[config.mk]
export PLATFORM = sky130hd
export DESIGN_NAME = spi_master
export DESIGN_NICKNAME = d
export VERILOG_FILES = /design/src/rtl/spi_pkg.sv /design/src/rtl/spi_master_shifter.sv /design/src/rtl/spi_master.sv
export SDC_FILE = /design/constraint.sdc
export NUM_CORES = 1
export LEC_CHECK = 0
export ABC_AREA = 1
export CAP_MARGIN = 10
export CORE_ASPECT_RATIO = 1.75
export CORE_MARGIN = 5
export CORE_UTILIZATION = 50
export CTS_CLUSTER_SIZE = 14
export DETAILED_ROUTE_END_ITERATION = 8
export PLACE_DENSITY_LB_ADDON = 0.15
export SLEW_MARGIN = 20
export SYNTH_ARGS = -nofsm -noshare
export SYNTH_HDL_FRONTEND = slang
export SYNTH_SLANG_ARGS = --single-unit
[constraint.sdc]
create_clock -name clk -period 3.5 [get_ports clk]
set_input_delay 0.7 -clock clk [delete_from_list [all_inputs] [get_ports clk]]
set_output_delay 0.7 -clock clk [all_outputs]
set_load 0.005 [all_outputs]
[src/rtl/spi_pkg.sv]
// Shared SPI frame definitions for the 4-command master/slave protocol.
package spi_pkg;

    localparam int FRAME_W = 11;
    localparam int DATA_W  = 8;

    typedef enum logic [1:0] {
        CMD_WR_ADDR = 2'b00,
        CMD_WR_DATA = 2'b01,
        CMD_RD_ADDR = 2'b10,
        CMD_RD_DATA = 2'b11
    } cmd_t;

    typedef enum logic [2:0] {
        ST_IDLE,
        ST_SELECT,
        ST_SHIFT,
        ST_WAIT,
        ST_RECV,
        ST_GAP
    } state_t;

    // Leading bit duplicates cmd[1] so the slave can pick its write/read path first.
    function automatic logic [FRAME_W-1:0] make_frame(input logic [1:0]        cmd,
                                                      input logic [DATA_W-1:0] data);
        return {cmd[1], cmd, data};
    endfunction

endpackage

[src/rtl/spi_master_shifter.sv]
// Frame shift-out register, response shift-in register and shared bit counter.
module spi_master_shifter
    import spi_pkg::*;
(
    input  logic              clk,
    input  logic              rst,
    input  logic              load,
    input  logic [FRAME_W-1:0] frame,
    input  logic              shift_en,
    input  logic              sample_en,
    input  logic              miso,
    input  logic              cnt_load,
    input  logic [3:0]        cnt_init,
    input  logic              cnt_dec,
    output logic              tx_bit,
    output logic [DATA_W-1:0] rx_next,
    output logic [3:0]        bit_cnt
);

    logic [FRAME_W-1:0] tx_sr;
    logic [DATA_W-1:0]  rx_sr;

    assign tx_bit  = tx_sr[FRAME_W-1];
    assign rx_next = {rx_sr[DATA_W-2:0], miso};

    always_ff @(posedge clk or posedge rst) begin
        if (rst) begin
            tx_sr   <= '0;
            rx_sr   <= '0;
            bit_cnt <= '0;
        end else begin
            if (load)
                tx_sr <= frame;
            else if (shift_en)
                tx_sr <= {tx_sr[FRAME_W-2:0], 1'b0};

            if (sample_en)
                rx_sr <= rx_next;

            if (cnt_load)
                bit_cnt <= cnt_init;
            else if (cnt_dec && bit_cnt != 4'd0)
                bit_cnt <= bit_cnt - 4'd1;
        end
    end

endmodule

[src/rtl/spi_master.sv]
// SPI master: turns command handshakes into SS_n/MOSI frames and returns RD_DATA bytes.
// state  | meaning
// IDLE   | SS_n high, cmd_ready high, waiting for a command
// SELECT | SS_n low one cycle before the first frame bit
// SHIFT  | 11 frame bits on MOSI, MSB first
// WAIT   | RD_DATA turnaround before MISO sampling
// RECV   | 8 MISO bits shifted in, MSB first
// GAP    | SS_n high for GAP cycles before returning to IDLE
module spi_master
    import spi_pkg::*;
#(
    parameter int TURNAROUND = 1,
    parameter int GAP        = 2
) (
    input  logic              clk,
    input  logic              rst,
    input  logic              cmd_valid,
    output logic              cmd_ready,
    input  logic [1:0]        cmd_type,
    input  logic [DATA_W-1:0] cmd_data,
    output logic              rsp_valid,
    output logic [DATA_W-1:0] rsp_data,
    output logic              busy,
    output logic              SS_n,
    output logic              MOSI,
    input  logic              MISO
);

    localparam logic [7:0] GAP_LOAD = 8'(GAP - 1);
    localparam logic [7:0] TA_LOAD  = 8'((TURNAROUND > 0) ? TURNAROUND - 1 : 0);

    state_t            state, next_state;
    logic              is_rd;
    logic [7:0]        tmr, tmr_init;
    logic              tmr_load;
    logic              cnt_load;
    logic [3:0]        cnt_init;
    logic [3:0]        bit_cnt;
    logic              tx_bit;
    logic [DATA_W-1:0] rx_next;
    logic              accept;
    logic              rsp_fire;

    assign cmd_ready = (state == ST_IDLE);
    assign accept    = cmd_ready && cmd_valid;
    // Last MISO sample lands one edge before RECV exits, with bit_cnt at 1.
    assign rsp_fire  = (state == ST_RECV) && (bit_cnt == 4'd1);

    spi_master_shifter u_shifter (
        .clk       (clk),
        .rst       (rst),
        .load      (accept),
        .frame     (make_frame(cmd_type, cmd_data)),
        .shift_en  (next_state == ST_SHIFT),
        .sample_en (next_state == ST_RECV),
        .miso      (MISO),
        .cnt_load  (cnt_load),
        .cnt_init  (cnt_init),
        .cnt_dec   (state == ST_SHIFT || state == ST_RECV),
        .tx_bit    (tx_bit),
        .rx_next   (rx_next),
        .bit_cnt   (bit_cnt)
    );

    always_ff @(posedge clk or posedge rst) begin
        if (rst)
            state <= ST_IDLE;
        else
            state <= next_state;
    end

    always_comb begin
        next_state = state;
        tmr_load   = 1'b0;
        tmr_init   = '0;
        cnt_load   = 1'b0;
        cnt_init   = '0;
        case (state)
            ST_IDLE:
                if (cmd_valid) next_state = ST_SELECT;
            ST_SELECT: begin
                next_state = ST_SHIFT;
                cnt_load   = 1'b1;
                cnt_init   = 4'(FRAME_W - 1);
            end
            ST_SHIFT:
                if (bit_cnt == 4'd0) begin
                    if (!is_rd) begin
                        next_state = ST_GAP;
                        tmr_load   = 1'b1;
                        tmr_init   = GAP_LOAD;
                    end else if (TURNAROUND == 0) begin
                        next_state = ST_RECV;
                        cnt_load   = 1'b1;
                        cnt_init   = 4'(DATA_W - 1);
                    end else begin
                        next_state = ST_WAIT;
                        tmr_load   = 1'b1;
                        tmr_init   = TA_LOAD;
                    end
                end
            ST_WAIT:
                if (tmr == 8'd0) begin
                    next_state = ST_RECV;
                    cnt_load   = 1'b1;
                    cnt_init   = 4'(DATA_W - 1);
                end
            ST_RECV:
                if (bit_cnt == 4'd0) begin
                    next_state = ST_GAP;
                    tmr_load   = 1'b1;
                    tmr_init   = GAP_LOAD;
                end
            ST_GAP:
                if (tmr == 8'd0) next_state = ST_IDLE;
            default:
                next_state = ST_IDLE;
        endcase
    end

    always_ff @(posedge clk or posedge rst) begin
        if (rst) begin
            is_rd     <= 1'b0;
            tmr       <= '0;
            SS_n      <= 1'b1;
            MOSI      <= 1'b0;
            busy      <= 1'b0;
            rsp_valid <= 1'b0;
            rsp_data  <= '0;
        end else begin
            if (accept)
                is_rd <= (cmd_type == CMD_RD_DATA);
            if (tmr_load)
                tmr <= tmr_init;
            else if (tmr != 8'd0)
                tmr <= tmr - 8'd1;
            SS_n      <= (next_state == ST_IDLE) || (next_state == ST_GAP);
            MOSI      <= (next_state == ST_SHIFT) && tx_bit;
            busy      <= (next_state != ST_IDLE);
            rsp_valid <= rsp_fire;
            if (rsp_fire)
                rsp_data <= rx_next;
        end
    end

endmodule

==> results of run 1 <==
==> cell families (layout without fill, tap and decap cells) <==
group,Yosys count,count (layout),synth area share [%]
fa+ha+maj,3,3,1.63
simple gates,175,175,36.1
compound gates,25,25,5.59
xor+xnor,3,3,1.14
buf+inv,31,63,5.59
flops,46,46,50.0
==> flip-flops by register name, summed over array words and instances, names as in the netlist <==
name,cells
u_shifter.tx_sr,11
rsp_data,8
tmr,8
u_shifter.rx_sr,7
u_shifter.bit_cnt,4
state,3
MOSI,1
SS_n,1
busy,1
is_rd,1
rsp_valid,1
==> stage by stage <==
stage               worst slack [ns]  total power, mW  util, %  cells  cell area (sq um)
floorplan                       1.71             1.88        -    283               2310
global route                    1.11             2.84     61.4    366               2730
global placement               0.954             2.17     58.8    358               2610
finish                          1.23             2.57     61.4    366               2730
CTS                             1.20             2.61     61.4    366               2730
detailed placement             0.931             2.20     58.8    358               2610
==> power groups by stage <==
| stage | clock [mW] | sequential [mW] | combinational, mW |
|---|---|---|---|
| 2_1_floorplan | 0 | 0.911 | 0.966 |
| 3_3_place_gp | 0 | 0.934 | 1.24 |
| 3_5_place_dp | 0 | 0.937 | 1.26 |
| 4_1_cts | 0.413 | 0.926 | 1.27 |
| 5_1_grt | 0.435 | 0.958 | 1.45 |
| 6_report | 0.402 | 0.923 | 1.24 |
==> final timing paths <==
check | from | end | cells after the start
worst min register to register | u_shifter.rx_sr[6] | u_shifter.rx_sr[6] | 2
min in group asynchronous | rst | u_shifter.tx_sr[1] | 3
worst max register to register | state[0] | u_shifter.tx_sr[5] | 10
max in group asynchronous | rst | rsp_data[6] | 3
worst max-delay path | state[0] | cmd_ready | 4
worst min-delay path | u_shifter.rx_sr[6] | u_shifter.rx_sr[6] | 2
==> cell usage in the layout, fill, tap and decap left out, drive strengths merged <==
master and n:
o21bai 1, inv 25, clkinvlp 2, o22ai 1, nand3 27, dfrtp 45, clkbuf 5, buf 1
dfstp 1, a21oi 5, nand2 119, xor2 3, o21ai 18, bufinv 1, clkinv 3, nor3 2
nor2 24, clkdlybuf4s50 26, nand4 3, ha 3
==> layout make-up <==
cell class	instances	area share [%]
flip-flops and latches	46	42.2
repair buffers	27	9.82
clock inverters	3	1.65
multi-input cells	206	37.6
inverters	28	3.85
well taps	51	2.34
clock buffers	5	2.52
==> worst reg2reg max path: stages, from the launching register on <==
cell and delay [ns]:
dfrtp_1 0.42, nor2_1 0.18, nand2_1 0.11, inv_2 0.07, nand2_2 0.31, nand2_1 0.31, nor2_8 0.08, nand2_4 0.20
nand2_4 0.13, nand2_1 0.09, nand2_1 0.05
==> layer usage <==
layer  vias to the layer above  wire [um]  track usage (%)
li1                        949          -                -
met1                       852       1870             21.0
met2                        21       2370             28.0
met3                         7        117             2.83
met4                         0         93             7.03
met5                         -          0                0
==> cell usage after synthesis <==
cell        n
nand2_4     2
clkinv_1    2
o22ai_1     1
nand2_2     6
nand4_1     2
nor2_8      2
ha_1        3
nor2_2      5
nor3_1      2
inv_1      24
nand3_1    17
dfstp_2     1
a21oi_1     5
xor2_1      3
nand3_2    10
buf_2       1
inv_2       2
dfrtp_1    45
o21bai_1    1
clkbuf_1    1
nand2_1   111
nor2_1     17
o21ai_0    18
buf_8       1
nand4_2     1
==> metrics.cfg, run 1 <==
[clock_network]
worstSkewPairLatency_ns = 0.30
hold_buffers = 0
cts_tree = done
cts_root_buf = clkbuf_8
numClockSinks = 46
clkTransAtPathRegs_ns = 0.09
postCtsSetupBuffers = 0
cts_resized = 0
htreeDepth = 2
cts_inserted_buffers = 5
clockBufferDepth = 2

[sta]
worst-slew-pin-transition_ns = 0.589
setup_viol = 0
slew_violations = 0
hold_ws_ns = 0.486
fin_crit_ns = 2.27
period_share_pct = 65.0
max_slew_margin_pct = 60.8
grt_setup_unrepaired = no
max_freq_ghz = 0.440
finalHoldViolCount = 0
tns_ns = 0
skew_ns = 0.00603

[yosys]
yosysTopAreaCell = dfrtp_1
ys_seq_area_share_pct = 50.0
postSynthAreaPerCell_sq_um = 8.15
syn-num-nets = 300
yosysTopAreaCellShare_pct = 48.8
ys_warn_count = 0
ys_types = 25
netlist_area_sq_mm = 0.00231
ys_top_cells_by_area = dfrtp_1 (49%), nand2_1 (18%), nand3_2 (4.3%)
ys_seq_elements = 46
synthCells = 283

[pwr]
pwr-share-comb_pct = 48.4
intPower_mw = 1.45
p_sw_mw = 1.12
power_leakage_nw = 1.43
p_seq_share_pct = 35.9
p_sw_share_pct = 43.5
powerDensity_mw_per_mm2 = 942
ir_drop_v = 0.000513
clkPwrFrac_pct = 15.6

[critical_path]
worstSetupPathType = flip-flop to output pin
crit_buf_inv = 2
crit_fanout = 4
rrSetupSlack_ns = 1.44
slowest_stage = clkdlybuf4s50_1
end_kind = output pin
cp.arrival_ns = 1.57
slowest_delay_ns = 0.50
critPathRequiredTime_ns = 2.80
path_delay_family = buffers and inverters
crit_chain = nor2_1, nand2_1, inv_2, clkdlybuf4s50_1
start_kind = flip-flop

[route]
dr.pass1.iters = 4
avgRoutedWirePerCell_um = 12.2
drt_iter0_drc = 59
vias_per_cell = 5.00
remaining_drc_errors = 0
routed_wl_um = 4450
vias = 1829
drtAntennaViolNets = 0

[placed_design]
gp_congestion = 0.836
dp_hpwl_um = 3220
port_buffers = 26

[grt]
antenna_found_initial = 0
grt_remaining_overflow = 0
grt_start_max_net_pins = 47
grt_use_total_pct = 16.8
grt_pass1_vias = 1791
grt_pass1_wl_um = 7940

[min_path]
hp-class = flip-flop to flip-flop

[layout]
fillCellCount = 419
syn_to_final_growth_pct = 18.3
nets = 331
multi_input_area_sq_mm = 0.00102
diodes = 0
drive_above_1_share_pct = 12.1
regArea_sq_mm = 0.00115

[floorplanning]
die_y_um = 99.8
dieArea_sq_mm = 0.00612
die_w_um = 61.3
coreArea_sq_mm = 0.00444
start_util_pct = 51.9
ioPinCount = 27
rows = 32

[status]
status = finished, final reports clean

[flow_run]
cap_violations = 0

Power figures use the tool's default switching activity.
==> run 2: changes to the inputs <==
Clock period 3.5 ns to 2.08 ns, I/O delays scaled along.
==> run 2 against run 1 <==
- setup slack lost 1.1 ns
- clock-buffer cell count is the same
- utilization up 0.73 points
==> metrics.cfg, run 2 (synthesis results as in run 1) <==
[pwr]
clkPwrFrac_pct = 15.1  ; was 15.6%
power_leakage_nw = 1.46  ; was 1.43 nW
powerDensity_mw_per_mm2 = 1590  ; was 942 mW/mm^2
p_sw_share_pct = 43.4  ; was 43.5%
pwr-share-comb_pct = 49.2  ; was 48.4%
total_power_mw = 4.39  ; was 2.57 mW
p_sw_mw = 1.91  ; was 1.12 mW
intPower_mw = 2.48  ; was 1.45 mW
ir_drop_v = 0.000896  ; was 0.000513 V
p_seq_share_pct = 35.8  ; was 35.9%

[clock_network]
cts_inserted_buffers = 5  ; unchanged
cts_resized = 0  ; unchanged
hold_buffers = 0  ; unchanged
worstSkewPairLatency_ns = 0.30  ; about the same
cts_root_buf = clkbuf_8  ; unchanged
numClockSinks = 46  ; unchanged
htreeDepth = 2  ; unchanged
cts_tree = done  ; unchanged
postCtsSetupBuffers = 0  ; unchanged
clockBufferDepth = 2  ; unchanged
clkTransAtPathRegs_ns = 0.09  ; about the same

[floorplanning]
rows = 32  ; unchanged
start_util_pct = 51.9  ; unchanged
die_w_um = 61.3  ; unchanged
die_y_um = 99.8  ; unchanged
dieArea_sq_mm = 0.00612  ; unchanged
ioPinCount = 27  ; unchanged
coreArea_sq_mm = 0.00444  ; unchanged

[route]
remaining_drc_errors = 0  ; unchanged
drtAntennaViolNets = 0  ; unchanged
vias_per_cell = 5.14  ; was 5.00
routed_wl_um = 4580  ; was 4450 um
drt_iter0_drc = 53  ; was 59
avgRoutedWirePerCell_um = 12.4  ; was 12.2 um
dr.pass1.iters = 4  ; unchanged
vias = 1898  ; was 1829

[status]
status = finished, final reports clean  ; unchanged

[layout]
drive_above_1_share_pct = 13.2  ; was 12.1%
top_regs = u_shifter.tx_sr: 11 flops, rsp_data: 8 flops, tmr: 8 flops  ; unchanged
diodes = 0  ; unchanged
layout_common_cells = nand2_1 (111), dfrtp_1 (45), clkdlybuf4s50_1 (26)  ; unchanged
largest_reg_flops = 11  ; unchanged
final_common_cell = nand2_1  ; unchanged
fin_util_pct = 62.1  ; was 61.4%
syn_to_final_growth_pct = 19.7  ; was 18.3%
largest-register = u_shifter.tx_sr  ; unchanged
nets = 334  ; was 331

[sta]
max_slew_margin_pct = 73.2  ; was 60.8%
tns_ns = 0  ; unchanged
fin_crit_ns = 1.99
slew_violations = 0  ; unchanged
period_share_pct = 95.7
skew_ns = 0.00551  ; was 0.00603 ns
setup_viol = 0  ; unchanged
hold_ws_ns = 0.445  ; was 0.486 ns
worst-slew-pin-transition_ns = 0.400  ; was 0.589 ns
fin_ws_ns = 0.0889  ; was 1.23 ns
grt_setup_unrepaired = no  ; unchanged
max_freq_ghz = 0.502
finalHoldViolCount = 0  ; unchanged

[critical_path]
worstSetupPathType = flip-flop to output pin  ; unchanged
end_kind = output pin  ; unchanged
crit_fanout = 4  ; unchanged
cp.arrival_ns = 1.58  ; was 1.57 ns
critPathRequiredTime_ns = 1.66  ; was 2.80 ns
start_kind = flip-flop  ; unchanged

[grt]
grt_pass1_vias = 1860  ; was 1791
grt.met3_usage_pct = 3.47  ; was 2.83%
use_met1_pct = 20.1  ; was 21.0%
busiest_layer = met2  ; unchanged
grt_start_max_net_pins = 47  ; unchanged
grt_pass1_wl_um = 8080  ; was 7940 um
grt_remaining_overflow = 0  ; unchanged
met2_usage_pct = 29.8  ; was 28.0%
antenna_found_initial = 0  ; unchanged
grt_use_total_pct = 17.3  ; was 16.8%

[placed_design]
port_buffers = 26  ; unchanged
dp_hpwl_um = 3380  ; was 3220 um
place_ws_ns = 0.250  ; was 0.931 ns
gp_congestion = 0.915  ; was 0.836

[flow_run]
cap_violations = 0  ; unchanged

[min_path]
hp-class = input pin to async pin  ; was flip-flop to flip-flop

[run 2: cell count changes in the layout (fill, tap and decap cells not counted), sizes merged]
| cell | change |
|---|---|
| clkinvlp | -2 |
| clkinv | +2 |
| buf | +3 |
[run 2: final timing paths]
kind | slack (ns) | cells after the start | start | endpoint
max in group asynchronous | 1.36 | 3 | rst | SS_n
hold / removal | 0.44 | 3 | rst | tmr[1]
min in group clk | 0.48 | 2 | u_shifter.bit_cnt[2] | u_shifter.bit_cnt[2]
setup / recovery | 0.09 | 4 | state[0] | cmd_ready
hold reg to reg | 0.48 | 2 | u_shifter.bit_cnt[2] | u_shifter.bit_cnt[2]
setup reg to reg | 0.26 | 9 | tmr[0] | u_shifter.tx_sr[10]
[run 2: worst max-delay path, stage by stage (launching register included)]
cell	delay, ns
dfrtp_1	0.41
nor2_1	0.18
nand2_1	0.12
inv_2	0.08
clkdlybuf4s50_1	0.49
[run 2: routing by layer]
layer | up-vias | wire (um)
met5 | - | 0
met2 | 30 | 2580
met4 | 0 | 88
met1 | 901 | 1780
met3 | 7 | 134
li1 | 960 | -
[run 2: power groups by stage]
| stage | Combinational, mW | Clock, mW | Sequential (mW) |
|---|---|---|---|
| 2_1_floorplan | 1.63 | 0 | 1.53 |
| 3_3_place_gp | 2.15 | 0 | 1.58 |
| 3_5_place_dp | 2.18 | 0 | 1.59 |
| 4_1_cts | 2.19 | 0.676 | 1.57 |
| 5_1_grt | 2.49 | 0.710 | 1.62 |
| 6_report | 2.16 | 0.661 | 1.57 |
[run 2: layout make-up]
type	count	area [sq um]
inverters	28	105
flip-flops and latches	46	1150
clock buffers	5	68.8
clock inverters	3	40.0
multi-input cells	206	1030
well taps	51	63.8
fillers	397	1680
repair buffers	30	303
[run 2: through the flow]
step / instance area, sq um / std cells
final: 2760 / 369
after global placement: 2650 / 361
after global routing: 2760 / 369
after detailed placement: 2650 / 361
after floorplan: 2310 / 283
after CTS: 2760 / 369
==> edit, RTL diff (settings of run 2) <==
`TURNAROUND`: 1 -> 0.
--- a/src/rtl/spi_master.sv
+++ b/src/rtl/spi_master.sv
@@ -9,7 +9,7 @@
 module spi_master
     import spi_pkg::*;
 #(
-    parameter int TURNAROUND = 1,
+    parameter int TURNAROUND = 0,
     parameter int GAP        = 2
 ) (
     input  logic              clk,
Check against the original RTL: no difference found for any inputs over 10 cycles, from zero or initial values and one cycle with rst high; that may be too few to reach the edited logic, so the function may still have changed.
==> edit against run 2 <==
Combinational power fell by 25%. Cell area fell by 3.3%. First-iteration DRC count rose by 42%. Setup slack improved by 48 ps. Critical path type unchanged. Wire length fell by 0.22%. Power down 16%. Sequential cell count is the same. Synthesized area down 2.0%.
==> edit: results (changes against run 2) <==
first-pass GRT wire length: 7.99 mm (was 8.08 mm)
share of post-route cells with drive strength above 1: 13.9% (was 13.2%)
WL per Instance: 13.5 um (was 12.4 um)
CP Max Fanout: 6 (was 4)
met1 WL: 1.84 mm (was 1.78 mm)
Comb group: 1.63 mW (was 2.16 mW)
Layout Nets: 303 (was 334)
global-route usage over all layers: 17.3% (about the same)
largest net degree at the start of global routing: 35 (was 47)
Clock net power: 550 uW (was 661 uW)
Syn Area/Cell: 8.86 um2 (was 8.15 um2)
DP Area: 2580 um2 (was 2650 um2)
worst-margin pin slew: 488 ps (was 400 ps)
pre-CTS WS: 277 ps (was 250 ps)
status: finished clean (unchanged)
Net Switching: 1.51 mW (was 1.91 mW)
register area share after synthesis: 51.0% (was 50.0%)
syn_nets: 272 (was 300)
top cells by area, synth: dfrtp_1, nand2_1, nand3_1 (was dfrtp_1, nand2_1, nand3_2)
hpwl dp: 3.51 mm (was 3.38 mm)
GPL Wtd Cong: 0.816 (was 0.915)
DR vias/cell: 5.33 (was 5.14)
Arrival @ worst endpoint: 1530 ps (was 1580 ps)
met2 routed WL: 2.47 mm (was 2.58 mm)
clock share of power: 14.9% (was 15.1%)
crit path from: state[1]$_DFF_PP0_ (was state[0]$_DFF_PP0_)
Worst Skew: 3.09 ps (was 5.51 ps)
vias in the first global route: 1774 (was 1860)
synth unique cells: 36 (was 25)
Placed Cells: 330 (was 361)
## edit: changes by cell type after synthesis, moves of 3 or more
| cell | run 2 | this run |
|---|---|---|
| o21ai_0 | 18 | 7 |
| nor2_1 | 17 | 13 |
| nand3_2 | 10 | 4 |
| nor2_4 | 0 | 3 |
| nand3_1 | 17 | 24 |
| a31oi_1 | 0 | 4 |
| nand4_1 | 2 | 11 |
| a21oi_1 | 5 | 2 |
| nand2_1 | 111 | 71 |
## edit: cell families after synthesis
family,count (synthesis),synth area share (%)
AO/OA/AOI/OAI,22,6.15
XOR/XNOR,4,1.55
adder cells (fa/ha/maj),3,1.66
buffers and inverters,32,6.42
flip-flops,46,51.0
AND/OR/NAND/NOR,148,33.2
## edit: cell type report
class	count	share of cell area (%)
timing repair buffer	30	11.3
clock buffer	7	3.23
sequential	46	43.2
clock inverter	1	0.187
multi-input combinational	177	36.0
tap	51	2.39
inverter	26	3.66
## edit: final timing paths
path | slack [ps] | cells after the start | endpoint
worst max register to register | 260 | 9 | u_shifter.rx_sr[6]$_DFFE_PP0N_
worst max-delay path | 140 | 2 | cmd_ready
min in group clk | 480 | 2 | rsp_data[5]$_DFFE_PP0P_
worst min register to register | 480 | 2 | rsp_data[5]$_DFFE_PP0P_
worst min-delay path | 390 | 2 | u_shifter.tx_sr[7]$_DFFE_PP0P_
max in group asynchronous | 1140 | 3 | SS_n$_DFF_PP1_
## edit: critical path, stage by stage, from the launching register on
cell and delay (ps):
dfrtp_1 460, nor3_2 240, clkdlybuf4s50_1 530
## edit: layer usage
layer | vias to the layer above | global-route usage [%]
met1 | 857 | 20.8
met2 | 37 | 29.2
met3 | 11 | 2.88
met5 | - | 0
li1 | 898 | -
met4 | 0 | 7.51
